===== src/rtl/cla_seq_ctrl_if.sv =====
// Operand/result handshake bus plus the shared 4-bit CLA slice connection.
// The slave side is the sequencer; the master side is its environment.
interface cla_seq_ctrl_if #(
    parameter int WIDTH = 16
);
    logic             in_valid;
    logic             in_ready;
    logic [WIDTH-1:0] a;
    logic [WIDTH-1:0] b;
    logic             cin;
    logic             out_valid;
    logic             out_ready;
    logic [WIDTH-1:0] sum;
    logic             cout;
    logic             overflow;
    logic             busy;
    logic [3:0]       cla_a;
    logic [3:0]       cla_b;
    logic             cla_cin;
    logic [3:0]       cla_sum;
    logic             cla_cout;

    modport slave (
        input  in_valid, a, b, cin, out_ready, cla_sum, cla_cout,
        output in_ready, out_valid, sum, cout, overflow, busy, cla_a, cla_b, cla_cin
    );

    modport master (
        output in_valid, a, b, cin, out_ready, cla_sum, cla_cout,
        input  in_ready, out_valid, sum, cout, overflow, busy, cla_a, cla_b, cla_cin
    );
endinterface


===== src/rtl/cla_seq_ctrl.sv =====
// WIDTH-bit adder sequencer that time-multiplexes one external 4-bit CLA slice,
// least-significant nibble first, with the inter-nibble carry held in a flop.
module cla_seq_ctrl #(
    parameter int WIDTH = 16
) (
    input  logic            clk,
    input  logic            rst_n,
    cla_seq_ctrl_if.slave   io
);
    localparam int NSLICE = WIDTH / 4;
    localparam int IDXW   = (NSLICE > 1) ? $clog2(NSLICE) : 1;
    localparam logic [IDXW-1:0] IDX_LAST = IDXW'(NSLICE - 1);

    typedef enum logic [1:0] {
        ST_IDLE = 2'd0,
        ST_RUN  = 2'd1,
        ST_DONE = 2'd2
    } state_t;

    state_t            state_r;
    state_t            state_nxt_s;
    logic [IDXW-1:0]   idx_r;
    logic              carry_r;
    logic [WIDTH-1:0]  a_r;
    logic [WIDTH-1:0]  b_r;
    logic [WIDTH-1:0]  sum_r;
    logic              cout_r;
    logic              ovf_r;
    logic [IDXW+1:0]   shamt_s;

    // Bit offset of the active nibble: idx * 4.
    assign shamt_s = {idx_r, 2'b00};

    // State register.
    always_ff @(posedge clk or negedge rst_n) begin
        if (!rst_n) begin
            state_r <= ST_IDLE;
        end else begin
            state_r <= state_nxt_s;
        end
    end

    // Next-state decode.
    always_comb begin
        state_nxt_s = state_r;
        case (state_r)
            ST_IDLE: begin
                if (io.in_valid) begin
                    state_nxt_s = ST_RUN;
                end else begin
                    state_nxt_s = ST_IDLE;
                end
            end
            ST_RUN: begin
                if (idx_r == IDX_LAST) begin
                    state_nxt_s = ST_DONE;
                end else begin
                    state_nxt_s = ST_RUN;
                end
            end
            ST_DONE: begin
                // Retiring takes priority; new operands wait for IDLE.
                if (io.out_ready) begin
                    state_nxt_s = ST_IDLE;
                end else begin
                    state_nxt_s = ST_DONE;
                end
            end
            default: begin
                state_nxt_s = ST_IDLE;
            end
        endcase
    end

    // Output decode; the slice drive depends on registers only.
    always_comb begin
        io.in_ready  = 1'b0;
        io.out_valid = 1'b0;
        io.busy      = 1'b0;
        io.cla_a     = 4'd0;
        io.cla_b     = 4'd0;
        io.cla_cin   = 1'b0;
        io.sum       = sum_r;
        io.cout      = cout_r;
        io.overflow  = ovf_r;
        case (state_r)
            ST_IDLE: begin
                io.in_ready = rst_n;
            end
            ST_RUN: begin
                io.busy    = 1'b1;
                io.cla_a   = 4'(a_r >> shamt_s);
                io.cla_b   = 4'(b_r >> shamt_s);
                io.cla_cin = carry_r;
            end
            ST_DONE: begin
                io.busy      = 1'b1;
                io.out_valid = 1'b1;
            end
            default: begin
                io.in_ready = 1'b0;
            end
        endcase
    end

    // Operand capture, per-nibble accumulation and result flags.
    always_ff @(posedge clk or negedge rst_n) begin
        if (!rst_n) begin
            idx_r   <= '0;
            carry_r <= 1'b0;
            a_r     <= '0;
            b_r     <= '0;
            sum_r   <= '0;
            cout_r  <= 1'b0;
            ovf_r   <= 1'b0;
        end else begin
            case (state_r)
                ST_IDLE: begin
                    if (io.in_valid) begin
                        a_r     <= io.a;
                        b_r     <= io.b;
                        carry_r <= io.cin;
                        idx_r   <= '0;
                        sum_r   <= '0;
                    end
                end
                ST_RUN: begin
                    sum_r   <= (sum_r & ~(WIDTH'(4'hF) << shamt_s))
                             | (WIDTH'(io.cla_sum) << shamt_s);
                    carry_r <= io.cla_cout;
                    if (idx_r == IDX_LAST) begin
                        // Top nibble: its slice outputs are the word's flags.
                        cout_r <= io.cla_cout;
                        ovf_r  <= (a_r[WIDTH-1] == b_r[WIDTH-1])
                               && (io.cla_sum[3] != a_r[WIDTH-1]);
                    end else begin
                        idx_r <= idx_r + IDXW'(1);
                    end
                end
                ST_DONE: begin
                    sum_r <= sum_r;
                end
                default: begin
                    idx_r <= '0;
                end
            endcase
        end
    end
endmodule


===== src/flat_wrapper.sv =====
// flat-port wrapper written by rule: the top's interface ports become plain ports
module cla_seq_ctrl_flat 
#(
    parameter int WIDTH = 16
)
  (clk, rst_n, io_in_valid, io_a, io_b, io_cin, io_out_ready, io_cla_sum, io_cla_cout, io_in_ready, io_out_valid, io_sum, io_cout, io_overflow, io_busy, io_cla_a, io_cla_b, io_cla_cin);
  cla_seq_ctrl_if #(.WIDTH(WIDTH)) io_i ();
  input  logic clk;
  input  logic rst_n;
  input wire logic [$bits(io_i.in_valid)-1:0] io_in_valid;
  input wire logic [$bits(io_i.a)-1:0] io_a;
  input wire logic [$bits(io_i.b)-1:0] io_b;
  input wire logic [$bits(io_i.cin)-1:0] io_cin;
  input wire logic [$bits(io_i.out_ready)-1:0] io_out_ready;
  input wire logic [$bits(io_i.cla_sum)-1:0] io_cla_sum;
  input wire logic [$bits(io_i.cla_cout)-1:0] io_cla_cout;
  output wire logic [$bits(io_i.in_ready)-1:0] io_in_ready;
  output wire logic [$bits(io_i.out_valid)-1:0] io_out_valid;
  output wire logic [$bits(io_i.sum)-1:0] io_sum;
  output wire logic [$bits(io_i.cout)-1:0] io_cout;
  output wire logic [$bits(io_i.overflow)-1:0] io_overflow;
  output wire logic [$bits(io_i.busy)-1:0] io_busy;
  output wire logic [$bits(io_i.cla_a)-1:0] io_cla_a;
  output wire logic [$bits(io_i.cla_b)-1:0] io_cla_b;
  output wire logic [$bits(io_i.cla_cin)-1:0] io_cla_cin;
  assign io_i.in_valid = io_in_valid;
  assign io_i.a = io_a;
  assign io_i.b = io_b;
  assign io_i.cin = io_cin;
  assign io_i.out_ready = io_out_ready;
  assign io_i.cla_sum = io_cla_sum;
  assign io_i.cla_cout = io_cla_cout;
  assign io_in_ready = io_i.in_ready;
  assign io_out_valid = io_i.out_valid;
  assign io_sum = io_i.sum;
  assign io_cout = io_i.cout;
  assign io_overflow = io_i.overflow;
  assign io_busy = io_i.busy;
  assign io_cla_a = io_i.cla_a;
  assign io_cla_b = io_i.cla_b;
  assign io_cla_cin = io_i.cla_cin;
  cla_seq_ctrl #(.WIDTH(WIDTH)) u_core (.clk(clk), .rst_n(rst_n), .io(io_i));
endmodule

===== config.mk =====
export PLATFORM = sky130hd
export DESIGN_NAME = cla_seq_ctrl_flat
export DESIGN_NICKNAME = d
export VERILOG_FILES = /design/src/rtl/cla_seq_ctrl_if.sv /design/src/rtl/cla_seq_ctrl.sv /design/src/flat_wrapper.sv
export SDC_FILE = /design/constraint.sdc
export NUM_CORES = 1
export LEC_CHECK = 0
export ABC_AREA = 1
export BUFFER_PORTS_ARGS = -buffer_cell sky130_fd_sc_hd__buf_2
export CORE_ASPECT_RATIO = 0.75
export CORE_MARGIN = 2
export CORE_UTILIZATION = 40
export DETAILED_ROUTE_END_ITERATION = 10
export GPL_ROUTABILITY_DRIVEN = 0
export GPL_TIMING_DRIVEN = 0
export PLACE_DENSITY = 0.74
export REMOVE_ABC_BUFFERS = 1
export SLEW_MARGIN = 20
export SYNTH_ARGS = -nofsm -noshare
export SYNTH_HDL_FRONTEND = slang
export SYNTH_SLANG_ARGS = --single-unit

===== constraint.sdc =====
create_clock -name clk -period 3 [get_ports clk]
set_clock_uncertainty 0.05 [all_clocks]
set_input_delay 0.15 -clock clk [delete_from_list [all_inputs] [get_ports clk]]
set_output_delay 0.15 -clock clk [all_outputs]
set_load 0.01 [all_outputs]

==> metrics.md, run 1 <==
| Metric | Value |
|---|---|
| Mapped cell area | 0.00288 mm^2 |
| P_leak | 1.84 nW |
| # nets final | a little under 500 |
| Most frequent cells in the layout | nand2_1, buf_2, inv_1 |
| IO buf count | 71 |
| Peak supply drop | 0.463 mV |
| Initial antenna violation count | 0 |
| Number of remaining DRC errors | 0 |
| # hold bufs at CTS | 13 |
| Clock Latency Late Sink | 310 ps |
| GRT overflow | 0 |
| Antenna Cells | 0 |
| Layout cells sized above 1 | 0.195 |
| Max Buffers Root-to-Sink | 2 |
| Hold Path End | u_core.b_r[12]$_DFFE_PN0P_ |
| CTS tree | done |
| Hold path cells | 3 |
| Power density cells | 973 mW/mm^2 |
| Crit path max-delay cell type | dfrtp_1 |
| Post-Route WL | 6.94 mm |
| Detailed Place HPWL | 4.63 mm |
| Final period utilization | 0.824 |
| Die X | 102 um |
| Die area | about 0.0079 mm^2 |
| Max Cap Viol | 0 |
| #FFs+latches synth | 55 |
| Slew Limit Headroom | 0.282 |
| Startpoint types | flop |
| Post-Syn Area per Cell | 7.77 um^2 |
| Hold crit path type | primary input to flop |
| Place WS | 815 ps |
| Buf/Inv on CP | 2 |
| Core area | 0.00690 mm^2 |
| Critical Path Fanout Max | 28 |
| Largest net degree at the start of global routing | 65 |
| Worst setup path class | flop to output port |
| Antenna Nets Post-Route | 0 |
| Final setup viols | 0 |
| Clk sinks | 55 |
| Ys Warns | 0 |
| Post-Synthesis Cells | 371 |
| Fin. Hold Viols | 0 |
| Flop2flop setup slack | 820 ps |
| Critical Path RT | roughly 2800 ps |
| Critical Path Sink Type | output port |
| Final Max Tran Viols | 0 |
| Starting Density | 0.418 |
| Fin area | 0.00341 mm^2 |
| P&R area growth vs syn | 18.3% |
| Critical path, cell by cell | inv_4 > nand2_1 > nand3_1 > a21oi_1 > buf_2 |
| Critical Path AT | approximately 2300 ps |
| IO Pins | just over 70 |
| Via count | 2555 |
| Clock-pin slew on the worst setup and hold paths | 100 ps |
| RSZ-0062 raised after global routing | false |
| Setup ws final | 527 ps |
| Outcome | finished clean |
| Setup_tns | 0 ps |
| 1st-pass router iterations | 4 |
| Placed cell areas | 0.00320 mm^2 |
| Post_cts resized | 0 |
| Synth unique cells | 16 |
| Iter 0 DRT Violations | ~100 |
| H-tree levels | 2 |
| R2R Path Start | u_core.idx_r[0]$_DFFE_PN0P_ |
| Total track usage | 0.184 |
| Rows | 26 |
| Min-Delay Startpoint | io_b[12] |
| First-pass GRT wire length | 11.6 mm |
| Die height | slightly below 80 um |
| Total CTS buffers | 5 |
| Peak Freq | 404 MHz |
| Commonest non-fill, non-tap cell in the layout | nand2_1 |
| Clock root buffer master | clkbuf_8 |
| Worst-Margin Slew | between 1000 and 1500 ps |
| Routed wire per std cell | 12.8 um |
| Final core utilization | 0.495 |
| Post-synthesis sequential area ratio | 0.477 |
| FF-to-FF End | u_core.io.sum[8]$_DFFE_PN0P_ |
| Worst Reg-to-Reg Cells | 5 |
| CP top delay family | flip-flops |
| Via density | 4.70 |
| Min Clock Period, post-route | 2470 ps |
| Crit-path max cell delay | between 1000 and 1500 ps |
| Vias in the first global route | 2601 |
| Postcts setup bufs | 0 |
sequential cells by signal, indices dropped and copies added, names as in the netlist:
| signal | flops |
|---|---|
| u_core.a_r | 16 |
| u_core.b_r | 16 |
| u_core.io.sum | 16 |
| u_core.idx_r | 2 |
| u_core.state_r | 2 |
| u_core.carry_r | 1 |
| u_core.io.cout | 1 |
| u_core.io.overflow | 1 |
worst max-delay path by stage:
stage,startpoint,endpoint,slack (ps),depth (start not counted)
finish,u_core.idx_r[0]$_DFFE_PN0P_,io_cla_b[2],530,5
global placement,u_core.idx_r[0]$_DFFE_PN0P_,u_core.io.sum[3]$_DFFE_PN0P_,920,5
global route,u_core.idx_r[0]$_DFFE_PN0P_,io_cla_b[2],320,5
CTS,u_core.idx_r[0]$_DFFE_PN0P_,io_cla_b[2],530,5
floorplan,u_core.idx_r[0]$_DFFE_PN0P_,u_core.io.sum[0]$_DFFE_PN0P_,1400,5
detailed placement,u_core.idx_r[0]$_DFFE_PN0P_,u_core.io.sum[8]$_DFFE_PN0P_,820,5
routing by layer:
metal | vias up | share of wire | GRT usage
met5 | - | 0 | 0
met4 | 0 | 0.014 | 0.0533
met3 | 10 | 0.049 | 0.0369
met2 | 62 | 0.43 | 0.301
met1 | 1192 | 0.51 | 0.249
li1 | 1291 | - | -
per-stage QoR:
step | total power, mW | hold slack, ps | std cells
3_5_place_dp | 2.92 | 200 | 523
2_1_floorplan | 2.34 | -196 | 354
4_1_cts | 3.35 | 3.89 | 544
5_1_grt | 3.66 | 10.8 | 544
3_3_place_gp | 2.86 | 311 | 523
6_report | 3.32 | 3.79 | 544
report_power, final:
group | leakage (nW) | internal [mW] | total, mW | switching [mW]
sequential | 0.689 | 1.08 | 1.32 | 0.236
combinational | 1.11 | 0.570 | 1.59 | 1.02
clock | 0.0412 | 0.164 | 0.412 | 0.248
total | 1.84 | 1.81 | 3.32 | 1.50
final cells by class:
cell class | instances | area, um^2
Clock inverter | 2 | 12.5
Sequential cell | 55 | 1380
Clock buffer | 6 | 72.6
Timing Repair Buffer | 84 | 488
Inverter | 63 | 246
Fill cell | 695 | 3490
Multi-Input combinational cell | 236 | 1090
Tap cell | 98 | 123
kinds of logic (layout without fill, tap and decap cells):
family	count (synthesis)	after routing	share of synthesized area
flops	55	55	0.477
compound gates	65	65	0.114
simple gates	163	163	0.230
buf+inv	80	155	0.144
fa+ha+maj	8	8	0.0347
worst reg2reg max path, stage by stage, from the launching register on:
cell and delay (ps):
dfrtp_1 1070, inv_4 310, ha_1 370, o21ai_0 200
nand2_1 70, nand2_1 60
cell usage after synthesis, drive strengths merged:
library cell / instances / area (um^2)
o211ai: 1 / 7.51
ha: 8 / 100
buf: 17 / 169
nor2: 3 / 11.3
inv: 62 / 238
o21ai: 55 / 275
clkinv: 1 / 8.76
nand2: 126 / 483
nand3: 34 / 170
a21oi: 9 / 45.0
dfrtp: 55 / 1380
Power figures use the tool's default switching activity.
==> inputs of run 2 (changes only) <==
Settings changed: PLACE_DENSITY 0.74 to 0.76.
Clock period 3 ns to 2.2 ns, I/O delays scaled along.
==> run 2 against run 1 <==
Register-to-register slack lost 520 ps. Critical path type unchanged. Combinational power increased by 38%. Cell count increased by 3.5%. Sequential cell count did not move. Total power up 37%. Setup slack worse by 340 ps.
==> metrics.md, run 2 (synthesis results as in run 1) <==
| Metric | Value |
|---|---|
| Outcome | finished clean (unchanged) |
| First-pass GRT wire length | 11.5 mm (was 11.6 mm) |
| P_int | 2.50 mW (was 1.81 mW) |
| Peak Freq | slightly below 500 MHz |
| IO Pins | 72 (unchanged) |
| Clk sinks | 55 (unchanged) |
| Slew Limit Headroom | 0.443 (was 0.282) |
| Setup ws final | 189 ps (was 527 ps) |
| Peak supply drop | 0.564 mV (was 0.463 mV) |
| Final Max Tran Viols | 0 (unchanged) |
| Iter 0 DRT Violations | 132 (was 104) |
| Initial antenna violation count | 0 (unchanged) |
| Sequential share of power | 0.395 (was 0.397) |
| Comb pwr share | 0.483 (was 0.479) |
| Via count | 2644 (was 2555) |
| Max Cap Viol | 0 (unchanged) |
| GRT overflow | 0 (unchanged) |
| Clock-pin slew on the worst setup and hold paths | 100 ps (about the same) |
| CTS tree | done (unchanged) |
| Max Buffers Root-to-Sink | 2 (unchanged) |
| Die X | 102 um (unchanged) |
| Hold crit path type | primary input to flop (unchanged) |
| Detailed Place HPWL | 4.61 mm (was 4.63 mm) |
| Final std cells w/o fill | 563 (was 544) |
| 1st-pass router iterations | 4 (unchanged) |
| Starting Density | 0.418 (unchanged) |
| Dpl cells | 523 (unchanged) |
| Met1 usage | 0.248 (was 0.249) |
| Power density cells | 1260 mW/mm^2 (was 973 mW/mm^2) |
| Setup_tns | 0 ps (unchanged) |
| Clock Power Share | 0.122 (was 0.124) |
| Total track usage | 0.182 (was 0.184) |
| IO buf count | 71 (unchanged) |
| Startpoint types | flop (unchanged) |
| Worst setup path class | flop to output port (unchanged) |
| Antenna Cells | 0 (unchanged) |
| Critical Path Fanout Max | 28 (unchanged) |
| Number of remaining DRC errors | 0 (unchanged) |
| Layout cells sized above 1 | 0.189 (was 0.195) |
| Die height | 77.5 um (unchanged) |
| Post-Route WL | 7.02 mm (was 6.94 mm) |
| Met2 global-route usage | 0.307 (was 0.301) |
| Largest net degree at the start of global routing | 65 (unchanged) |
| Switch Pwr | 2.05 mW (was 1.50 mW) |
| Die area | 0.00791 mm^2 (unchanged) |
| Gr busiest metal | met2 (unchanged) |
| Clock Latency Late Sink | 310 ps (about the same) |
| # nets final | 514 (was 495) |
| Rows | 26 (unchanged) |
| Core area | 0.00690 mm^2 (unchanged) |
| Vias in the first global route | 2546 (was 2601) |
| H-tree levels | 2 (unchanged) |
| P_leak | 1.92 nW (was 1.84 nW) |
| Total CTS buffers | 5 (unchanged) |
| Final period utilization | 0.914 |
| RSZ-0062 raised after global routing | false (unchanged) |
| Antenna Nets Post-Route | 0 (unchanged) |
| P&R area growth vs syn | 24.9% (was 18.3%) |
| Place WS | 104 ps (was 815 ps) |
| Met3 global-route usage | 0.0351 (was 0.0369) |
| Worst-Margin Slew | 836 ps (was 1080 ps) |
| Final setup viols | 0 (unchanged) |
| Critical Path Sink Type | output port (unchanged) |
| Clock root buffer master | clkbuf_8 (unchanged) |
| Critical Path RT | 2040 ps (was 2800 ps) |
| Most frequent cells in the layout | nand2_1, buf_2, inv_1 (unchanged) |
| Critical Path AT | 1850 ps (was 2270 ps) |
| Routed wire per std cell | 12.5 um (was 12.8 um) |
| Min Clock Period, post-route | between 2000 and 2500 ps |
| Via density | 4.70 (about the same) |
| Commonest non-fill, non-tap cell in the layout | nand2_1 (unchanged) |
| Fin. Hold Viols | 0 (unchanged) |
| Sw frac | 0.451 (was 0.453) |
-- run 2: cell types whose count changed in the layout (fill, tap and decap cells not counted), sizes merged --
cell,change
dlygate4sd3,+19
-- run 2: critical path: stages (launching register included) --
cell	delay (ps)
dfrtp_2	740
inv_4	250
nand2_1	110
nand3_1	70
a21oi_1	210
buf_2	170
-- run 2: layer usage --
metal  vias up  wire, um
met5         -         0
met4         0        32
met3         6       415
met2       102      3250
met1      1209      3320
li1       1327         -
-- run 2: worst paths after layout --
| check | from | endpoint | slack, ps | cells past startpoint |
|---|---|---|---|---|
| max | u_core.idx_r[0]$_DFFE_PN0P_ | io_cla_a[3] | 190 | 5 |
| min | io_b[5] | u_core.b_r[5]$_DFFE_PN0P_ | 4 | 3 |
| max reg2reg | u_core.idx_r[1]$_DFFE_PN0P_ | u_core.io.sum[5]$_DFFE_PN0P_ | 300 | 5 |
| min reg2reg | u_core.io.cout$_DFFE_PN0P_ | u_core.io.cout$_DFFE_PN0P_ | 440 | 2 |
| max in group asynchronous | rst_n | u_core.idx_r[0]$_DFFE_PN0P_ | 1240 | 2 |
| min in group asynchronous | rst_n | u_core.b_r[15]$_DFFE_PN0P_ | 360 | 2 |
-- run 2: final cells by class --
class,instances,area (um^2)
Fill cell,702,3290
Timing Repair Buffer,103,678
Multi-Input combinational cell,236,1090
Inverter,63,246
Clock buffer,6,72.6
Tap cell,98,123
Sequential cell,55,1380
Clock inverter,2,12.5
-- run 2: what timing repair did --
item                                    in CTS  in global routing
hold endpoints to repair                    86                  0
endpoints found under the setup margin       8                  0
gates resized for setup                      1                  0
buffers inserted                             0                  0
hold buffers                                32                  0
-- run 2: power by group through the flow --
stage | sequential [mW] | combinational [mW] | clock [mW]
after detailed placement | 1.82 | 2.17 | 0
after CTS | 1.80 | 2.23 | 0.564
after global routing | 1.85 | 2.55 | 0.610
after floorplan | 1.79 | 1.40 | 0
after global placement | 1.79 | 2.11 | 0
final | 1.80 | 2.20 | 0.553
-- run 2: per-stage QoR --
step / cell area, um^2 / hold WS [ps] / power, mW / utilization
after global placement: 3190 / 273 / 3.90 / 0.463
final: 3600 / 4.30 / 4.54 / 0.522
after global routing: 3600 / 21.8 / 5.01 / 0.522
after CTS: 3600 / 0.701 / 4.59 / 0.522
after detailed placement: 3200 / 165 / 3.99 / 0.463
after floorplan: 2720 / -236 / 3.19 / -
==> inputs of run 3 (changes only) <==
Settings changed: CTS_BUF_LIST set to sky130_fd_sc_hd__clkbuf_8 sky130_fd_sc_hd__clkbuf_16.
==> run 3 against run 2 <==
Non-clock buffer count did not move. Global-route usage stayed put. Fmax fell by 1.3%. Critical path type unchanged. Combinational power barely moved. Cell count is the same. Total power hardly changed. Wire length rose by 0.26%. Hold slack hardly changed.
==> metrics.md, run 3 (synthesis results as in run 1) <==
| Metric | Value |
|---|---|
| Clock root buffer master | clkbuf_8 (unchanged) |
| Peak Freq | 491 MHz (was 497 MHz) |
| GRT overflow | 0 (unchanged) |
| Commonest non-fill, non-tap cell in the layout | nand2_1 (unchanged) |
| Peak supply drop | 0.565 mV (was 0.564 mV) |
| Rows | 26 (unchanged) |
| Final core utilization | 0.522 (unchanged) |
| Via density | 4.68 (was 4.70) |
| Min Clock Period, post-route | 2040 ps (was 2010 ps) |
| Clock Latency Late Sink | 310 ps (about the same) |
| Critical Path RT | 2040 ps (about the same) |
| Routed wire per std cell | 12.5 um (about the same) |
| Final std cells w/o fill | 563 (unchanged) |
| Final period utilization | 0.926 (was 0.914) |
| Worst-Margin Slew | 826 ps (was 836 ps) |
| Worst setup path class | flop to output port (unchanged) |
| Clock-pin slew on the worst setup and hold paths | 100 ps (about the same) |
| Layout cells sized above 1 | 0.189 (unchanged) |
| Die X | 102 um (unchanged) |
| Critical path, cell by cell | inv_4 > nand2_1 > nand3_1 > a21oi_1 > buf_2 (unchanged) |
| Dpl cells | 523 (unchanged) |
| Iter 0 DRT Violations | 132 (unchanged) |
| Startpoint types | flop (unchanged) |
| CTS tree | done (unchanged) |
| Antenna Nets Post-Route | 0 (unchanged) |
| 1st-pass router iterations | 4 (unchanged) |
| Filler Cell Count | 702 (unchanged) |
| Initial antenna violation count | 0 (unchanged) |
| Via count | 2633 (was 2644) |
| Postcts setup bufs | 0 (unchanged) |
| H-tree levels | 2 (unchanged) |
| Core area | 0.00690 mm^2 (unchanged) |
| Detailed Place HPWL | 4.61 mm (unchanged) |
| Vias in the first global route | 2546 (unchanged) |
| RSZ-0062 raised after global routing | false (unchanged) |
| Post-Route WL | 7.04 mm (was 7.02 mm) |
| Die area | 0.00791 mm^2 (unchanged) |
| Most frequent cells in the layout | nand2_1, buf_2, inv_1 (unchanged) |
| Design Power | 4.55 mW (was 4.54 mW) |
| Die height | 77.5 um (unchanged) |
| Total CTS buffers | 5 (unchanged) |
| Critical Path Sink Type | output port (unchanged) |
| Power density cells | 1260 mW/mm^2 (about the same) |
| Critical Path Fanout Max | 28 (unchanged) |
| Fin. Hold Viols | 0 (unchanged) |
| Antenna Cells | 0 (unchanged) |
| Final Max Tran Viols | 0 (unchanged) |
| Max Buffers Root-to-Sink | 2 (unchanged) |
| Hold crit path type | primary input to flop (unchanged) |
| First-pass GRT wire length | 11.5 mm (unchanged) |
| P_leak | 1.92 nW (about the same) |
| Outcome | finished clean (unchanged) |
| IO Pins | 72 (unchanged) |
| Total track usage | 0.182 (unchanged) |
| # nets final | 514 (unchanged) |
| Starting Density | 0.418 (unchanged) |
| Clk sinks | 55 (unchanged) |
| P&R area growth vs syn | 24.9% (unchanged) |
| IO buf count | 71 (unchanged) |
| Crit-path max cell delay | 760 ps (was 740 ps) |
| Number of remaining DRC errors | 0 (unchanged) |
| Area of the multi-input gates | 0.00109 mm^2 (unchanged) |
| Critical Path AT | 1880 ps (was 1850 ps) |
| Max Cap Viol | 0 (unchanged) |
| Slew Limit Headroom | 0.450 (was 0.443) |
| Final setup viols | 0 (unchanged) |
| Register area | 0.00138 mm^2 (unchanged) |
| Setup_tns | 0 ps (unchanged) |
| Largest net degree at the start of global routing | 65 (unchanged) |
| Crit path max-delay cell type | dfrtp_2 (unchanged) |
[run 3: area by class of cell]
class / instances / area share
Inverter: 63 / 0.0684
Multi-Input combinational cell: 236 / 0.303
Sequential cell: 55 / 0.382
Timing Repair Buffer: 103 / 0.188
Clock inverter: 3 / 0.00452
Clock buffer: 5 / 0.0191
Tap cell: 98 / 0.0340
[run 3: through the flow]
step           hold WS [ps]  setup slack, ps  area [um^2]
2_1_floorplan          -236              603         2720
3_3_place_gp            273              116         3190
3_5_place_dp            165              104         3200
4_1_cts                1.08              187         3600
5_1_grt                21.6             60.2         3600
6_report               4.34              163         3600
[run 3: worst paths after layout]
kind	end	startpoint	cells past startpoint	slack, ps
setup / recovery	io_cla_a[3]	u_core.idx_r[0]$_DFFE_PN0P_	5	160
hold / removal	u_core.b_r[5]$_DFFE_PN0P_	io_b[5]	3	4
setup reg to reg	u_core.io.sum[5]$_DFFE_PN0P_	u_core.idx_r[1]$_DFFE_PN0P_	5	310
hold reg to reg	u_core.io.cout$_DFFE_PN0P_	u_core.io.cout$_DFFE_PN0P_	2	440
max in group asynchronous	u_core.idx_r[0]$_DFFE_PN0P_	rst_n	2	1240
min in group asynchronous	u_core.a_r[14]$_DFFE_PN0P_	rst_n	2	360
[run 3: metal layers]
metal	vias up	share of wire	track usage
met2	87	0.46	0.307
met4	0	0.0045	0.0307
met1	1211	0.48	0.248
li1	1329	-	-
met5	-	0	0
met3	6	0.052	0.0351
[run 3: critical path: cells and delay by family (launching register included)]
family                 cells  cell delay (ps)
DFF                        1              760
buffers and inverters      2              430
AOI/OAI and AO/OA          1              210
and+or+nand+nor            2              180
[run 3: power breakdown]
part | internal, mW | total (mW) | switching [mW] | leakage, nW
registers | 1.48 | 1.80 | 0.323 | 0.688
clock network | 0.219 | 0.549 | 0.330 | 0.0453
logic | 0.797 | 2.20 | 1.40 | 1.19
[run 3: what timing repair did]
item                                   4_1_cts  5_1_grt
resized for setup                            1        0
hold buffers                                32        0
endpoints found under the hold margin       86        0
setup endpoints to repair                    8        0
